`config.mk`:
```
export PLATFORM = sky130hd
export DESIGN_NAME = tube_scan_driver
export DESIGN_NICKNAME = d
export VERILOG_FILES = /design/src/rtl/tube_scan_driver.sv
export SDC_FILE = /design/constraint.sdc
export NUM_CORES = 1
export LEC_CHECK = 0
export CORE_ASPECT_RATIO = 1.75
export CORE_MARGIN = 5
export CORE_UTILIZATION = 50
export CTS_CLUSTER_DIAMETER = 150
export DETAILED_ROUTE_END_ITERATION = 12
export PLACE_DENSITY = 0.75
export SLEW_MARGIN = 20
export SYNTH_ARGS = -nofsm -noshare
export SYNTH_HDL_FRONTEND = slang
export SYNTH_SLANG_ARGS = --single-unit
```
`constraint.sdc`:
```
create_clock -name clk -period 3.7 [get_ports clk]
set_clock_uncertainty 0.15 [all_clocks]
set_input_delay 0.74 -clock clk [delete_from_list [all_inputs] [get_ports clk]]
set_output_delay 0.74 -clock clk [all_outputs]
set_load 0.02 [all_outputs]
```
`src/rtl/tube_scan_driver.sv`:
```
// Eight-digit multiplexed seven-segment driver: frame-aligned input snapshot,
// optional leading-zero blanking and per-digit blinking on a shared segment bus.
module tube_scan_driver #(
    parameter int unsigned   CLK_FREQ  = 100000000,
    parameter int unsigned   SCAN_HZ   = 1000,
    parameter int unsigned   BLINK_HZ  = 2,
    parameter int unsigned   TUBE_BITS = 8,
    parameter logic [TUBE_BITS-1:0] SEG_ZERO = 8'hc0,
    parameter logic [TUBE_BITS-1:0] SEG_EMP  = 8'hff
) (
    input  logic                 clk,
    input  logic                 rst_n,
    input  logic [TUBE_BITS-1:0] l0,
    input  logic [TUBE_BITS-1:0] l1,
    input  logic [TUBE_BITS-1:0] l2,
    input  logic [TUBE_BITS-1:0] l3,
    input  logic [TUBE_BITS-1:0] l4,
    input  logic [TUBE_BITS-1:0] l5,
    input  logic [TUBE_BITS-1:0] l6,
    input  logic [TUBE_BITS-1:0] l7,
    input  logic                 scan_en,
    input  logic                 lz_en,
    input  logic [7:0]           blink_mask,
    output logic [7:0]           tube_sel,
    output logic [TUBE_BITS-1:0] tube_seg,
    output logic                 frame_start
);

    // DIGIT_DIV must be at least 2 for the divider wrap to be meaningful.
    localparam int unsigned DIGIT_DIV = CLK_FREQ / (SCAN_HZ * 8);
    localparam int unsigned BLINK_DIV = CLK_FREQ / (2 * BLINK_HZ);
    localparam int unsigned DW = (DIGIT_DIV > 1) ? $clog2(DIGIT_DIV) : 1;
    localparam int unsigned BW = (BLINK_DIV > 1) ? $clog2(BLINK_DIV) : 1;

    logic [DW-1:0]          div_q;
    logic                   tick;
    logic [2:0]             nidx_q;
    logic                   frame_tick;
    logic [TUBE_BITS-1:0]   lin    [1:7];
    logic [TUBE_BITS-1:0]   snap_q [1:7];
    logic                   lz_q;
    logic [BW-1:0]          bcnt_q;
    logic                   phase_q;
    logic [7:1]             zrun;
    logic [7:0]             blank;
    logic [TUBE_BITS-1:0]   cur_code;
    logic [TUBE_BITS-1:0]   lz_code;
    logic [TUBE_BITS-1:0]   show_code;
    logic [7:0]             sel_d;
    logic [TUBE_BITS-1:0]   seg_d;
    logic [7:0]             sel_q;
    logic [TUBE_BITS-1:0]   seg_q;
    logic                   fs_q;

    assign tick       = (div_q == DW'(DIGIT_DIV - 1));
    // nidx_q names the digit that the next tick will put on the bus.
    assign frame_tick = tick && (nidx_q == 3'd0);

    always_comb begin
        lin[1] = l1;
        lin[2] = l2;
        lin[3] = l3;
        lin[4] = l4;
        lin[5] = l5;
        lin[6] = l6;
        lin[7] = l7;
    end

    always_ff @(posedge clk or negedge rst_n) begin
        if (!rst_n) begin
            div_q <= '0;
        end else if (tick) begin
            div_q <= '0;
        end else begin
            div_q <= div_q + 1'b1;
        end
    end

    always_ff @(posedge clk or negedge rst_n) begin
        if (!rst_n) begin
            nidx_q <= 3'd0;
        end else if (tick) begin
            nidx_q <= nidx_q + 3'd1;
        end
    end

    // Digit 0 is shown straight from l0 on the load tick, so only 1..7 are held.
    always_ff @(posedge clk or negedge rst_n) begin
        if (!rst_n) begin
            for (int i = 1; i < 8; i++) begin
                snap_q[i] <= SEG_EMP;
            end
            lz_q <= 1'b0;
        end else if (frame_tick) begin
            for (int i = 1; i < 8; i++) begin
                snap_q[i] <= lin[i];
            end
            lz_q <= lz_en;
        end
    end

    always_ff @(posedge clk or negedge rst_n) begin
        if (!rst_n) begin
            bcnt_q  <= '0;
            phase_q <= 1'b1;
        end else if (bcnt_q == BW'(BLINK_DIV - 1)) begin
            bcnt_q  <= '0;
            phase_q <= ~phase_q;
        end else begin
            bcnt_q  <= bcnt_q + 1'b1;
        end
    end

    // A run of zeros from digit 7 downward; an empty code breaks the run.
    always_comb begin
        zrun     = '0;
        blank    = '0;
        zrun[7]  = (snap_q[7] == SEG_ZERO);
        for (int i = 6; i >= 1; i--) begin
            zrun[i] = zrun[i+1] && (snap_q[i] == SEG_ZERO);
        end
        for (int i = 1; i < 8; i++) begin
            blank[i] = lz_q && zrun[i];
        end
    end

    always_comb begin
        cur_code = l0;
        for (int i = 1; i < 8; i++) begin
            if (nidx_q == 3'(i)) begin
                cur_code = snap_q[i];
            end
        end
    end

    always_comb begin
        lz_code   = blank[nidx_q] ? SEG_EMP : cur_code;
        show_code = (!phase_q && blink_mask[nidx_q]) ? SEG_EMP : lz_code;
        sel_d     = 8'd0;
        seg_d     = SEG_EMP;
        if (scan_en) begin
            sel_d = 8'b1 << nidx_q;
            seg_d = show_code;
        end
    end

    always_ff @(posedge clk or negedge rst_n) begin
        if (!rst_n) begin
            sel_q <= 8'd0;
            seg_q <= SEG_EMP;
            fs_q  <= 1'b0;
        end else begin
            fs_q <= frame_tick;
            if (tick) begin
                sel_q <= sel_d;
                seg_q <= seg_d;
            end
        end
    end

    assign tube_sel    = sel_q;
    assign tube_seg    = seg_q;
    assign frame_start = fs_q;

endmodule
```
* Yosys cells after proc, flatten, opt, wreduce, memory -nomap -nowiden
Index checks and enable logic that the tools add are counted.
Storage, ports and cells: register bits after elaboration 117, input port bits 76
Cells by class: add/subtract/negate cells 3, $lt $le $gt $ge 1, equality and inequality tests 16, shift-type cells 1, multiplexer cells 17, bitwise logic cells 1, reductions and logical operators 17
Operators with widths (number):
- $mux W8 | 11
- $eq A8 B8 Y1 const B | 7
- $add A25 B1 Y25 const B | 1
- $eq A25 B25 Y1 const B | 1
- $mux W25 | 1
- $logic_and A1 B1 Y1 | 15
- $add A14 B1 Y14 const B | 1
- $eq A14 B14 Y1 const B | 1
- $mux W14 | 1
- $eq A3 B3 Y1 const B | 4
- $shl A1 B3 Y8 const A | 1
- $bmux W1 S3 | 2
- $eq A3 B2 Y1 const B | 2
- $lt A3 B4 Y1 const B | 1
- $add A3 B1 Y3 const B | 1
- $eq A3 B1 Y1 const B | 1
- $logic_not A3 Y1 | 1
- $mux W1 | 2
- $logic_not A1 Y1 | 1
- $not A1 Y1 | 1

* Logic depth before layout (Yosys ltp)
word-level depth 13, mapped depth 10

* Least setup slack after synthesis
No wires, ideal clock.
path type reg-to-reg, start point register div_q[0], end point register snap_q[0] (netlist bit), library setup time 85 ps, data arrival time 2153 ps, required time 3465 ps, path slack 1313 ps, cell stages (with the launch flop) 9, path buffers 3, cells stage by stage dfrtp_1 > ha_1 > or4b_1 > nor4_2 > and3_1 > buf_4 > buf_6 > buf_6 > mux2_1
Between the ends: cells in the longest elaborated chain, start to end 2
Ends and longest elaborated chain:
- from (decl) | RTL line 35 | logic [DW-1:0] div_q;
- from (signal assigned) | RTL line 75 | div_q <= div_q + 1'b1;
- $eq A14 B14 Y1 | RTL line 55 | assign tick = (div_q == DW'(DIGIT_DIV - 1));
- $logic_and A1 B1 Y1 | RTL line 57 | assign frame_tick = tick && (nidx_q == 3'd0);
- to (signal, indexed assignment) | RTL line 96 | snap_q[i] <= lin[i];
- to (decl) | RTL line 40 | logic [TUBE_BITS-1:0] snap_q [1:7];
Every way passes these cells. A chain may end at the register's enable or synchronous reset.

* Worst setup path in the final report
start point register div_q[1], end point register snap_q[23] (netlist bit)
The elaborated chain is that of the path after synthesis.

==> reports/metrics.csv <==
stage,metric,value,unit
synth,synthesized net count,595,
pwr,Lkg Pwr,2.99,nW
route,DRT Pass-1 Iters,4,
grt,initial antenna violation count,0,
pwr,Pwr Density,406,mW/mm^2
cts,post-CTS sizing,0,
grt,GRT Total Usage,21.4,%
worst_setup_path,Worst Path Max Fanout,41,
min_path,type of the most critical hold path,in -> async,
synth,Yosys reg bits,117,
sta,crit path time final,2900,ps
worst_setup_path,R2R Path End,snap_q[23],
floorplan,width of the die,90.7,um
route,final WL,14200,um
final_layout,net count reported at finish,683,
pwr,Clk pwr share,52.5,%
worst_setup_path,Worst EP required,3870,ps
synth,Syn Area/Cell,11.2,sq um
sta,fmax,0.344,GHz
route,metal3 WL,664,um
worst_setup_path,Critical Path Sink,snap_q[23],
pwr,Peak supply drop,0.308,mV
synth,dominant synthesized flop cell,dfstp_2,
pwr,logic gate share of total power,4.2,%
cts,number of CTS-inserted buffers,17,
placement,RD Place Congestion,0.883,
synth,cell count after synthesis,511,
sta,final hold violation count,0,
run_status,status,finished clean,
route,Via density,5.78,
route,ANT nets after route,0,
placement,HPWL after DPL,10500,um
final_layout,P&R area growth vs syn,28.0,%
cts,CTS max path bufs,2,
worst_setup_path,reg-to-reg startpoint,div_q[1],
route,metal2 WL,7710,um
route,wl on met1,5420,um
worst_setup_path,endpoint type of the worst setup path,flip-flop,
placement,port bufs,92,
cts,clock-pin slew on the worst setup and hold paths,60,ps
sta,worst hold margin,271,ps
synth,sequential area share after synthesis,52.8,%
synth,Synth Warn #,0,
sta,Worst Tran Pin Value,919,ps
flow_run,MaxCap Viol Count,0,
route,Routed WL per cell,19.1,um
grt,largest net degree at the start of global routing,61,
pwr,Sw Share,20.0,%
cts,clock sinks,117,
floorplan,core footprint,0.0112,sq mm
floorplan,io pins,93,
sta,RSZ-0062 raised after global routing,false,
grt,vias in the first global route,4486,
worst_setup_path,R2R setup slack,800,ps
route,total number of vias,4301,
cts,CTS tree,yes,
synth,synth unique cells,51,
pwr,Cell Int Power,2.37,mW
route,Iteration-0 DRC Markers,232,
sta,final worst path period share,78.5,%
worst_setup_path,CP Class,reg -> reg,
cts,clock root buffer master,clkbuf_16,
synth,asr flop ratio synth,100,%
grt,first-pass GRT wire length,23000,um
pwr,Flop pwr share,43.3,%
floorplan,Die ar.,0.0137,sq mm
route,DR top layer,met4,
pwr,Sw Pwr,0.592,mW
synth,post-synthesis cell area,0.00570,sq mm
sta,Slew Limit Fails,0,
cts,post-CTS setup buffers,0,
worst_setup_path,r2r worst-path depth,6,
cts,H-tree depth,4,
sta,setup TNS,0,ps
grt,GRT overflow,0,
final_layout,share of post-route cells with drive strength above 1,25.3,%
final_layout,ANT cells,0,
final_layout,Fill cells,857,
cts,cts hold-fix bufs,0,
worst_setup_path,Startpoint Class,flip-flop,
sta,Final Setup Violations,0,
floorplan,Rows,51,
sta,relative slew slack,38.3,%
floorplan,Initial Utilization,51.0,%
worst_setup_path,CP arrival,3080,ps
synth,Post-synth EDFFs,0,
worst_setup_path,Crit. Startpoint,div_q[1],
floorplan,Die Ht,151,um
route,post-route DRC violation count,0,
cts,Clock Latency Late Sink,400,ps
-- layout make-up --
cell class	instances	area (sq um)	share of cell area, %
Multi-Input combinational cell	347	2500	34.2
Tap cell	132	165	2.26
Clock inverter	8	72.6	0.995
Clock buffer	24	503	6.90
Timing Repair Buffer	96	973	13.3
Sequential cell	117	3010	41.3
Inverter	20	75.1	1.03
-- synth_stat cells, types with 5 or more instances --
cell       instances  share of area [%]
a2111oi_0          5               0.77
a211oi_1           8                1.1
a21oi_1           20                1.8
buf_4              5               0.66
clkbuf_1          15               0.99
dfrtp_1           52                 23
dfstp_2           65                 30
ha_1               8                1.8
inv_1             19                1.3
mux2_1            10                2.0
mux2_2            47                9.3
nand2_1           25                1.6
nand3_1           17                1.5
nand4_1           13                1.4
nor2_1            42                2.8
nor3_1            10               0.88
nor4_1            10                1.1
o21ai_0           29                2.5
o22ai_1           17                1.9
xnor2_1           18                2.8
xor2_1            16                2.5
-- registers in the layout (all words and copies together), names as in the netlist --
name	flops
snap_q	56
bcnt_q	25
div_q	14
tube_seg	8
tube_sel	8
nidx_q	3
frame_start	1
lz_q	1
phase_q	1
-- routing by layer --
layer  global-route usage (%)  vias to the layer above
met5                        0                        -
met4                     9.31                        0
met3                     5.12                       31
met2                     38.6                      111
met1                     23.7                     2126
li1                         -                     2033
-- layout by cell type (no fill, tap or decap), drive strengths merged, types with 2 or more instances in the layout --
cell type,netlist,layout
a41oi,3,3
xor2,16,16
nor4bb,4,4
buf,12,5
or4b,2,2
nand2,25,25
a31oi,4,4
nor4b,2,2
clkinvlp,0,3
nand3b,2,2
a21oi,20,20
nor2,42,42
clkdlybuf4s50,0,91
or2,2,2
clkinv,1,5
nor4,12,12
a22oi,4,4
or3,4,4
a2111oi,5,5
nor2b,2,2
inv,19,19
and4,2,2
mux2,57,57
and3b,4,4
mux4,2,2
xnor2,18,18
nand3,17,17
clkbuf,15,24
dfrtp,52,52
o21ai,29,29
a211oi,8,8
dfstp,65,65
nand4,13,13
o22ai,17,17
ha,8,8
nor3,10,10
and3,3,3
-- worst max-delay path, cell delays in order (launching register included) --
cell,delay (ps)
dfrtp_1,390
ha_1,250
or4b_1,500
nor4_4,280
and3_2,550
buf_12,290
mux2_2,370
-- how the worst min path moves through the flow --
stage                     startpoint        end  slack [ps]
final                          rst_n       lz_q         270
after global routing           rst_n       lz_q         330
after CTS                      rst_n   div_q[6]         280
after detailed placement   bcnt_q[4]  bcnt_q[4]         310
after global placement     bcnt_q[4]  bcnt_q[4]         310
after floorplan                rst_n  bcnt_q[0]         290
-- kinds of logic (layout without fill, tap and decap cells) --
| group | count (synthesis) | count (layout) | synth area share [%] |
|---|---|---|---|
| fa+ha+maj | 8 | 8 | 1.76 |
| mux | 60 | 60 | 12.2 |
| buf+inv | 47 | 148 | 3.75 |
| compound gates | 95 | 95 | 10.3 |
| xor+xnor | 34 | 34 | 5.22 |
| simple gates | 150 | 150 | 14.0 |
| flops | 117 | 117 | 52.8 |
-- power groups by stage --
| stage | combinational, mW | clock [mW] | sequential [mW] |
|---|---|---|---|
| after floorplan | 0.0104 | 0 | 1.30 |
| after global placement | 0.124 | 0 | 1.30 |
| after detailed placement | 0.124 | 0 | 1.30 |
| after CTS | 0.125 | 1.59 | 1.28 |
| after global routing | 0.134 | 1.65 | 1.28 |
| final | 0.123 | 1.56 | 1.28 |
-- metrics by stage --
stage / cell area (sq um) / total power [mW] / cells / setup slack, ps / util (%)
5_1_grt: 7290 / 3.07 / 744 / 720 / 65.3
6_report: 7290 / 2.96 / 744 / 795 / 65.3
3_5_place_dp: 6720 / 1.43 / 712 / 837 / 60.2
3_3_place_gp: 6720 / 1.43 / 712 / 899 / 60.2
4_1_cts: 7290 / 3.00 / 744 / 804 / 65.3
2_1_floorplan: 5700 / 1.31 / 511 / 1310 / -
(Power assumes the default switching activity.)
